$ cat src/rtl/alu_exec_unit.sv
`default_nettype none
// ============================================================================
// Module      : alu_exec_unit
// Description : Four-phase (IDLE/READ/EXEC/WB) ALU execution unit driving an
//               external 4 x 32-bit register file; one instruction per 4 clks.
// Revision    : 1.0  initial release
// ============================================================================
module alu_exec_unit (
    input  logic        clk,
    input  logic        reset,
    input  logic        in_valid,
    output logic        in_ready,
    input  logic [2:0]  op,
    input  logic [1:0]  rs,
    input  logic [1:0]  rt,
    input  logic [1:0]  rd,
    output logic [1:0]  read_reg1,
    output logic [1:0]  read_reg2,
    input  logic [31:0] rd1_data,
    input  logic [31:0] rd2_data,
    output logic [31:0] write_data,
    output logic [1:0]  write_reg,
    output logic        reg_write,
    output logic [31:0] result,
    output logic        zero,
    output logic        ovf,
    output logic        done
);

    localparam logic [2:0] c_OP_ADD = 3'b000;
    localparam logic [2:0] c_OP_SUB = 3'b001;
    localparam logic [2:0] c_OP_AND = 3'b010;
    localparam logic [2:0] c_OP_OR  = 3'b011;
    localparam logic [2:0] c_OP_XOR = 3'b100;
    localparam logic [2:0] c_OP_SLT = 3'b101;
    localparam logic [2:0] c_OP_SLL = 3'b110;
    localparam logic [2:0] c_OP_NOP = 3'b111;

    typedef enum logic [1:0] {
        S_IDLE = 2'd0,
        S_READ = 2'd1,
        S_EXEC = 2'd2,
        S_WB   = 2'd3
    } state_t;

    state_t      r_state_q, w_state_d;
    logic [2:0]  r_op_q,    w_op_d;
    logic [1:0]  r_rs_q,    w_rs_d;
    logic [1:0]  r_rt_q,    w_rt_d;
    logic [1:0]  r_rd_q,    w_rd_d;
    logic [31:0] r_a_q,     w_a_d;
    logic [31:0] r_b_q,     w_b_d;
    logic [31:0] r_result_q, w_result_d;
    logic        r_zero_q,  w_zero_d;
    logic        r_ovf_q,   w_ovf_d;
    logic [31:0] r_wdata_q, w_wdata_d;
    logic [1:0]  r_wreg_q,  w_wreg_d;
    logic        r_regwr_q, w_regwr_d;
    logic        r_done_q,  w_done_d;

    logic [31:0] w_sum;
    logic [31:0] w_diff;
    logic        w_lt;
    logic [31:0] w_alu;
    logic        w_alu_ovf;

    assign w_sum  = r_a_q + r_b_q;
    assign w_diff = r_a_q - r_b_q;
    assign w_lt   = $signed(r_a_q) < $signed(r_b_q);

    always_comb begin
        w_alu     = 32'd0;
        w_alu_ovf = 1'b0;
        case (r_op_q)
            c_OP_ADD: begin
                w_alu     = w_sum;
                w_alu_ovf = (r_a_q[31] == r_b_q[31]) && (w_sum[31] != r_a_q[31]);
            end
            c_OP_SUB: begin
                w_alu     = w_diff;
                w_alu_ovf = (r_a_q[31] != r_b_q[31]) && (w_diff[31] != r_a_q[31]);
            end
            c_OP_AND: w_alu = r_a_q & r_b_q;
            c_OP_OR:  w_alu = r_a_q | r_b_q;
            c_OP_XOR: w_alu = r_a_q ^ r_b_q;
            c_OP_SLT: w_alu = {31'd0, w_lt};
            c_OP_SLL: w_alu = r_a_q << r_b_q[4:0];
            default:  w_alu = 32'd0;
        endcase
    end

    always_comb begin
        w_state_d  = r_state_q;
        w_op_d     = r_op_q;
        w_rs_d     = r_rs_q;
        w_rt_d     = r_rt_q;
        w_rd_d     = r_rd_q;
        w_a_d      = r_a_q;
        w_b_d      = r_b_q;
        w_result_d = r_result_q;
        w_zero_d   = r_zero_q;
        w_ovf_d    = r_ovf_q;
        w_wdata_d  = r_wdata_q;
        w_wreg_d   = r_wreg_q;
        w_regwr_d  = 1'b0;
        w_done_d   = 1'b0;
        case (r_state_q)
            S_IDLE: begin
                if (in_valid) begin
                    w_state_d = S_READ;
                    w_op_d    = op;
                    w_rs_d    = rs;
                    w_rt_d    = rt;
                    w_rd_d    = rd;
                end
            end
            S_READ: begin
                w_a_d     = rd1_data;
                w_b_d     = rd2_data;
                w_state_d = S_EXEC;
            end
            S_EXEC: begin
                // Writeback controls are registered here so they are clean for all of WB.
                w_result_d = w_alu;
                w_zero_d   = (w_alu == 32'd0);
                w_ovf_d    = w_alu_ovf;
                w_wdata_d  = w_alu;
                w_wreg_d   = r_rd_q;
                w_regwr_d  = (r_op_q != c_OP_NOP);
                w_done_d   = 1'b1;
                w_state_d  = S_WB;
            end
            S_WB: begin
                w_state_d = S_IDLE;
            end
            default: w_state_d = S_IDLE;
        endcase
    end

    always_ff @(posedge clk or negedge reset) begin
        if (!reset) begin
            r_state_q  <= S_IDLE;
            r_op_q     <= 3'd0;
            r_rs_q     <= 2'd0;
            r_rt_q     <= 2'd0;
            r_rd_q     <= 2'd0;
            r_a_q      <= 32'd0;
            r_b_q      <= 32'd0;
            r_result_q <= 32'd0;
            r_zero_q   <= 1'b0;
            r_ovf_q    <= 1'b0;
            r_wdata_q  <= 32'd0;
            r_wreg_q   <= 2'd0;
            r_regwr_q  <= 1'b0;
            r_done_q   <= 1'b0;
        end else begin
            r_state_q  <= w_state_d;
            r_op_q     <= w_op_d;
            r_rs_q     <= w_rs_d;
            r_rt_q     <= w_rt_d;
            r_rd_q     <= w_rd_d;
            r_a_q      <= w_a_d;
            r_b_q      <= w_b_d;
            r_result_q <= w_result_d;
            r_zero_q   <= w_zero_d;
            r_ovf_q    <= w_ovf_d;
            r_wdata_q  <= w_wdata_d;
            r_wreg_q   <= w_wreg_d;
            r_regwr_q  <= w_regwr_d;
            r_done_q   <= w_done_d;
        end
    end

    assign in_ready   = (r_state_q == S_IDLE);
    assign read_reg1  = r_rs_q;
    assign read_reg2  = r_rt_q;
    assign write_data = r_wdata_q;
    assign write_reg  = r_wreg_q;
    assign reg_write  = r_regwr_q;
    assign result     = r_result_q;
    assign zero       = r_zero_q;
    assign ovf        = r_ovf_q;
    assign done       = r_done_q;

endmodule
`default_nettype wire

$ cat config.mk
export PLATFORM = sky130hd
export DESIGN_NAME = alu_exec_unit
export DESIGN_NICKNAME = d
export VERILOG_FILES = /design/src/rtl/alu_exec_unit.sv
export SDC_FILE = /design/constraint.sdc
export NUM_CORES = 1
export LEC_CHECK = 0
export CORE_MARGIN = 5
export CORE_UTILIZATION = 25
export CTS_CLUSTER_DIAMETER = 200
export CTS_CLUSTER_SIZE = 25
export DETAILED_ROUTE_END_ITERATION = 6
export DONT_BUFFER_PORTS = 1
export PLACE_DENSITY_LB_ADDON = 0.05
export RECOVER_POWER = 50
export SLEW_MARGIN = 10
export SYNTH_ARGS = -nofsm -noshare
export SYNTH_HDL_FRONTEND = slang
export SYNTH_SLANG_ARGS = --single-unit
$ cat constraint.sdc
create_clock -name clk -period 12.2 [get_ports clk]
set_input_delay 0 -clock clk [delete_from_list [all_inputs] [get_ports clk]]
set_output_delay 0 -clock clk [all_outputs]
set_load 0.02 [all_outputs]
==> impl_metrics.env, run 1 <==
export IMPL_cp_max_fo=113
export IMPL_crit_family="buffers and inverters"
export IMPL_gr_total_overflow=0
export IMPL_status="complete, but fails checks"
export IMPL_synthFlopType="dfrtp_1"
export IMPL_timing_final_crit_share_pct=53.13
export IMPL_viasPerCell=5.515
export IMPL_hold_violations=0
export IMPL_crit_type="input port to async pin"
export IMPL_antenna_found_initial=1
export IMPL_required_ps=10700
export IMPL_whs_endpoint="r_rd_q[1]"
export IMPL_gp_congestion=0.8946
export IMPL_cts_buffers=17
export IMPL_synth_top_area_cell="dfrtp_1"
export IMPL_row_count=79
export IMPL_rsz0062_at_grt="false"
export IMPL_synth_fp_nets=1660
export IMPL_hold_class="input port to flop"
export IMPL_diodes=0
export IMPL_ys_top_cells_by_area="dfrtp_1 24%, ha_1 11%, a21oi_1 5.0%"
export IMPL_postPlaceCellArea_sq_mm=0.01211
export IMPL_cap_violations=1
export IMPL_grt_pass1_wl_mm=80.41
export IMPL_worst_pin_slew_ps=6409
export IMPL_cpMaxStageDelayCell="clkbuf_1"
export IMPL_ys_types=90
export IMPL_dieArea_sq_mm=0.05196
export IMPL_path_clk_slew_ps=60
export IMPL_grt_max_degree=114
export IMPL_reg2reg_from="r_b_q[2]"
export IMPL_skew_ps=20.32
export IMPL_portBuffers=0
export IMPL_ys_warn_count=0
export IMPL_finalSetupViolCount=0
export IMPL_slew_headroom_pct=-327.3
export IMPL_slew_violations=114
export IMPL_dieHeight_microns=228.0
export IMPL_r2r_cells=14
export IMPL_crit_arrival_ps=4980
export IMPL_mostFrequentLayoutCell="nand2_1"
export IMPL_synth_seq_area_share_pct=23.81
export IMPL_timing_fmax_mhz=154.3
export IMPL_numClockSinks=113
export IMPL_final_antenna_net_count=0
export IMPL_ys_ff_latch=113
export IMPL_synth_top_area_share_pct=23.81
export IMPL_cp_cell_sequence="dlygate4sd3_1 -> clkbuf_1"
export IMPL_grt_usage_pct=20.71
export IMPL_period_needed_ps=6482
export IMPL_hpwlAfterDp_mm=42.76
export IMPL_post_synth_cell_area_avg_sq_um=8.035
export IMPL_wl_per_cell_microns=26.47
export IMPL_clkLatencyLatePin_ps=480
export IMPL_endpoint_kind="async pin"
export IMPL_post_synth_inst_count=1478
export IMPL_synth_edf_count=0
export IMPL_fin_nets=1641
export IMPL_worstHoldStart="in_valid"
export IMPL_vias=11470
export IMPL_clockBufferDepth=2
export IMPL_dr_pass1_iters=5
export IMPL_die_x_microns=228.0
export IMPL_cts_root_buf="clkbuf_16"
export IMPL_synth_async_sr_flop_share_pct=100.0
export IMPL_violations="max-capacitance violations, max-slew violations"
export IMPL_core_sq_mm=0.04675
export IMPL_initial_core_util_pct=25.40
export IMPL_cts_tree="yes"
export IMPL_first_global_vias=11220
export IMPL_cp_slowest_stage_delay_ps=4430
export IMPL_reg2reg_setup_slack_ps=7010
export IMPL_final_cell_mix="153 x nand2_1, 132 x nor2_1, 119 x a21oi_1, 116 x o21ai_0, 112 x dfrtp_1"
export IMPL_critPathLaunchType="input port"
export IMPL_first_iter_violations=963
export IMPL_final_area_sq_mm=0.01346
export IMPL_ios=151
export IMPL_ctsResizeCount=0
export IMPL_drive_above_1_share_pct=8.764
export IMPL_syn_to_final_growth_pct=13.33
export IMPL_crit_buf_inv=2
export IMPL_drc_errors=0
export IMPL_netlist_area_sq_mm=0.01188
export IMPL_holdPathStages=2
export IMPL_wl_mm=55.03
export IMPL_fin_tns_setup_ps=0
export IMPL_rr_endpoint="zero"
export IMPL_cts_max_level=4
cell type report:
cell class / count / area, sq um
Fill cell: 5106 / 33290
Multi-Input combinational cell: 1126 / 7974
Sequential cell: 113 / 2829
Timing Repair Buffer: 97 / 912.1
Tap cell: 607 / 759.5
Clock buffer: 18 / 439.2
Inverter: 104 / 390.4
Clock inverter: 14 / 155.1
layer usage:
layer  track usage [%]  share of wire [%]
met3             3.739                5.0
met2             30.79                 43
met1             30.82                 50
met4             5.578                2.0
met5                 0                  0
cells in the mapped netlist, types with 7 or more instances:
| master | number |
|---|---|
| o21bai_1 | 8 |
| a211oi_1 | 17 |
| buf_1 | 12 |
| o211ai_1 | 17 |
| mux2_2 | 26 |
| nand3_1 | 16 |
| a21o_1 | 16 |
| nor2_1 | 132 |
| a211o_1 | 7 |
| o221ai_1 | 10 |
| nand2b_1 | 10 |
| inv_1 | 101 |
| clkbuf_1 | 59 |
| nor3_1 | 24 |
| and3_1 | 9 |
| nor2b_1 | 12 |
| o21ai_0 | 116 |
| nand2_1 | 153 |
| o22ai_1 | 25 |
| buf_4 | 36 |
| o31ai_1 | 14 |
| nand4_1 | 12 |
| buf_2 | 23 |
| a21oi_1 | 119 |
| xnor2_1 | 16 |
| ha_1 | 104 |
| a31oi_1 | 13 |
| dfrtp_1 | 113 |
| a22oi_1 | 28 |
| a221oi_1 | 13 |
| mux4_2 | 21 |
| mux2i_1 | 43 |
| o21a_1 | 11 |
| a221o_1 | 11 |
how the worst max path moves through the flow:
stage                     startpoint       end  slack, ps  depth (start not counted)
after global placement      r_b_q[2]      zero       7210                         14
after global routing           reset  r_b_q[1]       4040                          2
after detailed placement    r_b_q[2]      zero       7070                         14
final                          reset  r_b_q[1]       5720                          2
after CTS                   r_b_q[2]      zero       7030                         14
after floorplan             r_b_q[2]      zero       8130                         16
per-stage QoR:
step	util (%)	cells	setup WS, ps	hold WS, ps
after floorplan	-	1478	8134	-295.6
after global placement	25.90	1971	7206	-285.3
after detailed placement	25.90	1971	7065	-285.0
after CTS	28.84	2079	7028	29.91
after global routing	28.79	2079	4038	86.92
final	28.79	2079	5718	71.18
timing repair:
action / in CTS / in global routing
hold buffers: 76 / 0
setup buffers: 0 / 0
hold endpoints to repair: 188 / 0
kinds of logic after synthesis:
group	count (synthesis)	synth area share (%)
buffers and inverters	239	9.397
muxes	93	10.61
AOI/OAI and AO/OA	501	28.07
adders and majority gates	106	11.29
DFF	113	23.81
xor gates and xnor gates	17	1.254
and+or+nand+nor	409	15.57
Power of run 1 is left out: the tool's default activity adds up to more than one toggle a clock period on the data nets, which glitch-free logic cannot reach.
==> inputs of run 2 (changes only) <==
Settings changed: ABC_AREA set to 1.
Clock period 12.2 ns to 5.6 ns, I/O delays scaled along.
==> run 2 against run 1 <==
The run still ends with max-capacitance violations, max-slew violations left. Non-clock buffer count down 11. First-iteration DRC count up 9.6%. Count of clock-buffer cells in the layout unchanged. Synthesized cell count up 39%. Sequential share of layout area down 0.69 points. Highest routed layer is now met5. Die area up 3.3%. Critical path depth up 17. Routed wire length up 5.2%. Global-route usage up 0.77 points. Cell area up 3.3%. Synthesized area up 3.4%.
==> impl_metrics.env, run 2 <==
export IMPL_status="complete, but fails checks"
export IMPL_violations="max-capacitance violations, max-slew violations"
export IMPL_gp_congestion=0.8915
export IMPL_fin_nets=2208
export IMPL_finalSetupViolCount=0
export IMPL_crit_arrival_ps=4070
export IMPL_fin_cells=2703
export IMPL_path_clk_slew_ps=60
export IMPL_row_count=81
export IMPL_final_cell_mix="650 x nand2_1, 321 x nand3_1, 246 x inv_1, 153 x nor2_1, 115 x o21ai_0"
export IMPL_ys_warn_count=0
export IMPL_synth_top_area_share_pct=23.02
export IMPL_syn_to_final_growth_pct=13.24
export IMPL_slew_violations=114
export IMPL_dr_pass1_iters=5
export IMPL_drc_errors=0
export IMPL_cap_violations=1
export IMPL_wl_mm=57.91
export IMPL_netlist_area_sq_mm=0.01228
export IMPL_fin_tns_setup_ps=0
export IMPL_portBuffers=0
export IMPL_cts_max_level=4
export IMPL_cts_root_buf="clkbuf_16"
export IMPL_critPathLaunchType="flop"
export IMPL_grt_pass1_wl_mm=85.38
export IMPL_startpoint="r_b_q[2]"
export IMPL_first_global_vias=13080
export IMPL_required_ps=6010
export IMPL_initial_core_util_pct=25.20
export IMPL_vias=13200
export IMPL_cts_tree="yes"
export IMPL_r2r_cells=19
export IMPL_hold_class="input port to flop"
export IMPL_holdBufCountCts=76
export IMPL_viasPerCell=4.882
export IMPL_period_needed_ps=3651
export IMPL_hpwlAfterDp_mm=46.46
export IMPL_dieArea_sq_mm=0.05366
export IMPL_grt_max_degree=114
export IMPL_first_iter_violations=1055
export IMPL_synthFlopType="dfrtp_1"
export IMPL_clockBufferDepth=2
export IMPL_synth_fp_nets=2230
export IMPL_crit_type="flop to flop"
export IMPL_post_synth_inst_count=2048
export IMPL_die_x_microns=231.7
export IMPL_post_synth_cell_area_avg_sq_um=5.998
export IMPL_wl_per_cell_microns=21.42
export IMPL_dp_cells=2595
export IMPL_drive_above_1_share_pct=3.678
export IMPL_synth_top_area_cell="dfrtp_1"
export IMPL_endpoint_kind="flop"
export IMPL_ctsResizeCount=0
export IMPL_synth_seq_area_share_pct=23.02
export IMPL_reg2reg_from="r_b_q[2]"
export IMPL_grt_usage_pct=21.48
export IMPL_ys_types=43
export IMPL_worst_pin_slew_ps=3096
export IMPL_slew_headroom_pct=-106.4
export IMPL_worstHoldStart="in_valid"
export IMPL_gr_total_overflow=0
export IMPL_cts_buffers=17
export IMPL_hold_violations=0
export IMPL_timing_fmax_mhz=273.9
export IMPL_synth_async_sr_flop_share_pct=100.0
export IMPL_skew_ps=13.31
export IMPL_timing_final_crit_share_pct=65.20
export IMPL_core_sq_mm=0.04875
export IMPL_antenna_found_initial=1
export IMPL_yosysMostFrequentCell="nand2_1"
export IMPL_ys_ff_latch=113
export IMPL_synth_edf_count=0
export IMPL_synthTopCellsByCount="650 x nand2_1, 321 x nand3_1, 246 x inv_1"
export IMPL_ios=151
export IMPL_mostFrequentLayoutCell="nand2_1"
export IMPL_cp_max_fo=37
export IMPL_final_antenna_net_count=0
export IMPL_diodes=0
export IMPL_rsz0062_at_grt="false"
export IMPL_post_cts_buffers=0
export IMPL_dieHeight_microns=231.7
export IMPL_fill_cells=5612
export IMPL_ys_top_cells_by_area="dfrtp_1 23%, nand2_1 20%, nand3_1 13%"
export IMPL_numClockSinks=113
export IMPL_holdPathStages=2
export IMPL_clkLatencyLatePin_ps=480
## run 2: worst paths after layout
check | endpoint | slack [ps]
max in group asynchronous | write_data[22] | 2700
worst max register to register | zero | 1950
worst min register to register | write_reg[1] | 480
worst min-delay path | r_op_q[1] | 70
min in group asynchronous | r_b_q[5] | 1060
worst max-delay path | zero | 1950
## run 2: kinds of logic after synthesis
| family | after synthesis | share of synthesized area [%] |
|---|---|---|
| compound gates | 249 | 11.22 |
| fa+ha+maj | 106 | 10.92 |
| buf+inv | 383 | 13.36 |
| flops | 113 | 23.02 |
| mux | 6 | 0.5500 |
| simple gates | 1191 | 40.93 |
## run 2: critical path, cell delays in order, from the launching register on
cell and delay, ps:
dfrtp_1 330, buf_4 370, inv_2 390, ha_1 600, nand2_1 120, nand2_1 200, nand3_1 140, nand2_1 190
nand3_1 130, nand2_1 150, nand2_1 110, nand2_1 80, nand2_1 50, nand3_1 70, nand3_1 140, nor2_1 150
nand2_1 110, nor2_1 110, nand2_1 60, nand2_1 50
## run 2: layout make-up
class / count / area [sq um] / share of cell area, %
sequential: 113 / 2828 / 20.33
clock inverter: 14 / 176.4 / 1.268
timing repair buffer: 86 / 830.8 / 5.973
clock buffer: 18 / 439.2 / 3.157
tap: 664 / 830.8 / 5.973
multi-input combinational: 1552 / 7844 / 56.39
inverter: 256 / 960.9 / 6.908
## run 2: per-stage QoR
stage	cell area, sq um	hold WS [ps]	setup slack [ps]	utilization (%)
2_1_floorplan	12280	-295.6	2860	-
3_3_place_gp	12540	-286.9	2044	25.72
3_5_place_dp	12540	-286.4	2038	25.72
4_1_cts	13930	23.17	2006	28.58
5_1_grt	13910	101.2	1586	28.53
6_report	13910	70.01	1949	28.53
## run 2: layer usage
metal	wire length, microns	vias to the layer above	track usage [%]
met5	20	-	0
met4	1019	2	5.705
met3	3168	53	3.969
met2	25050	349	32.85
met1	28640	6265	31.10
li1	-	6528	-
Power of run 2 is left out for the same reason.
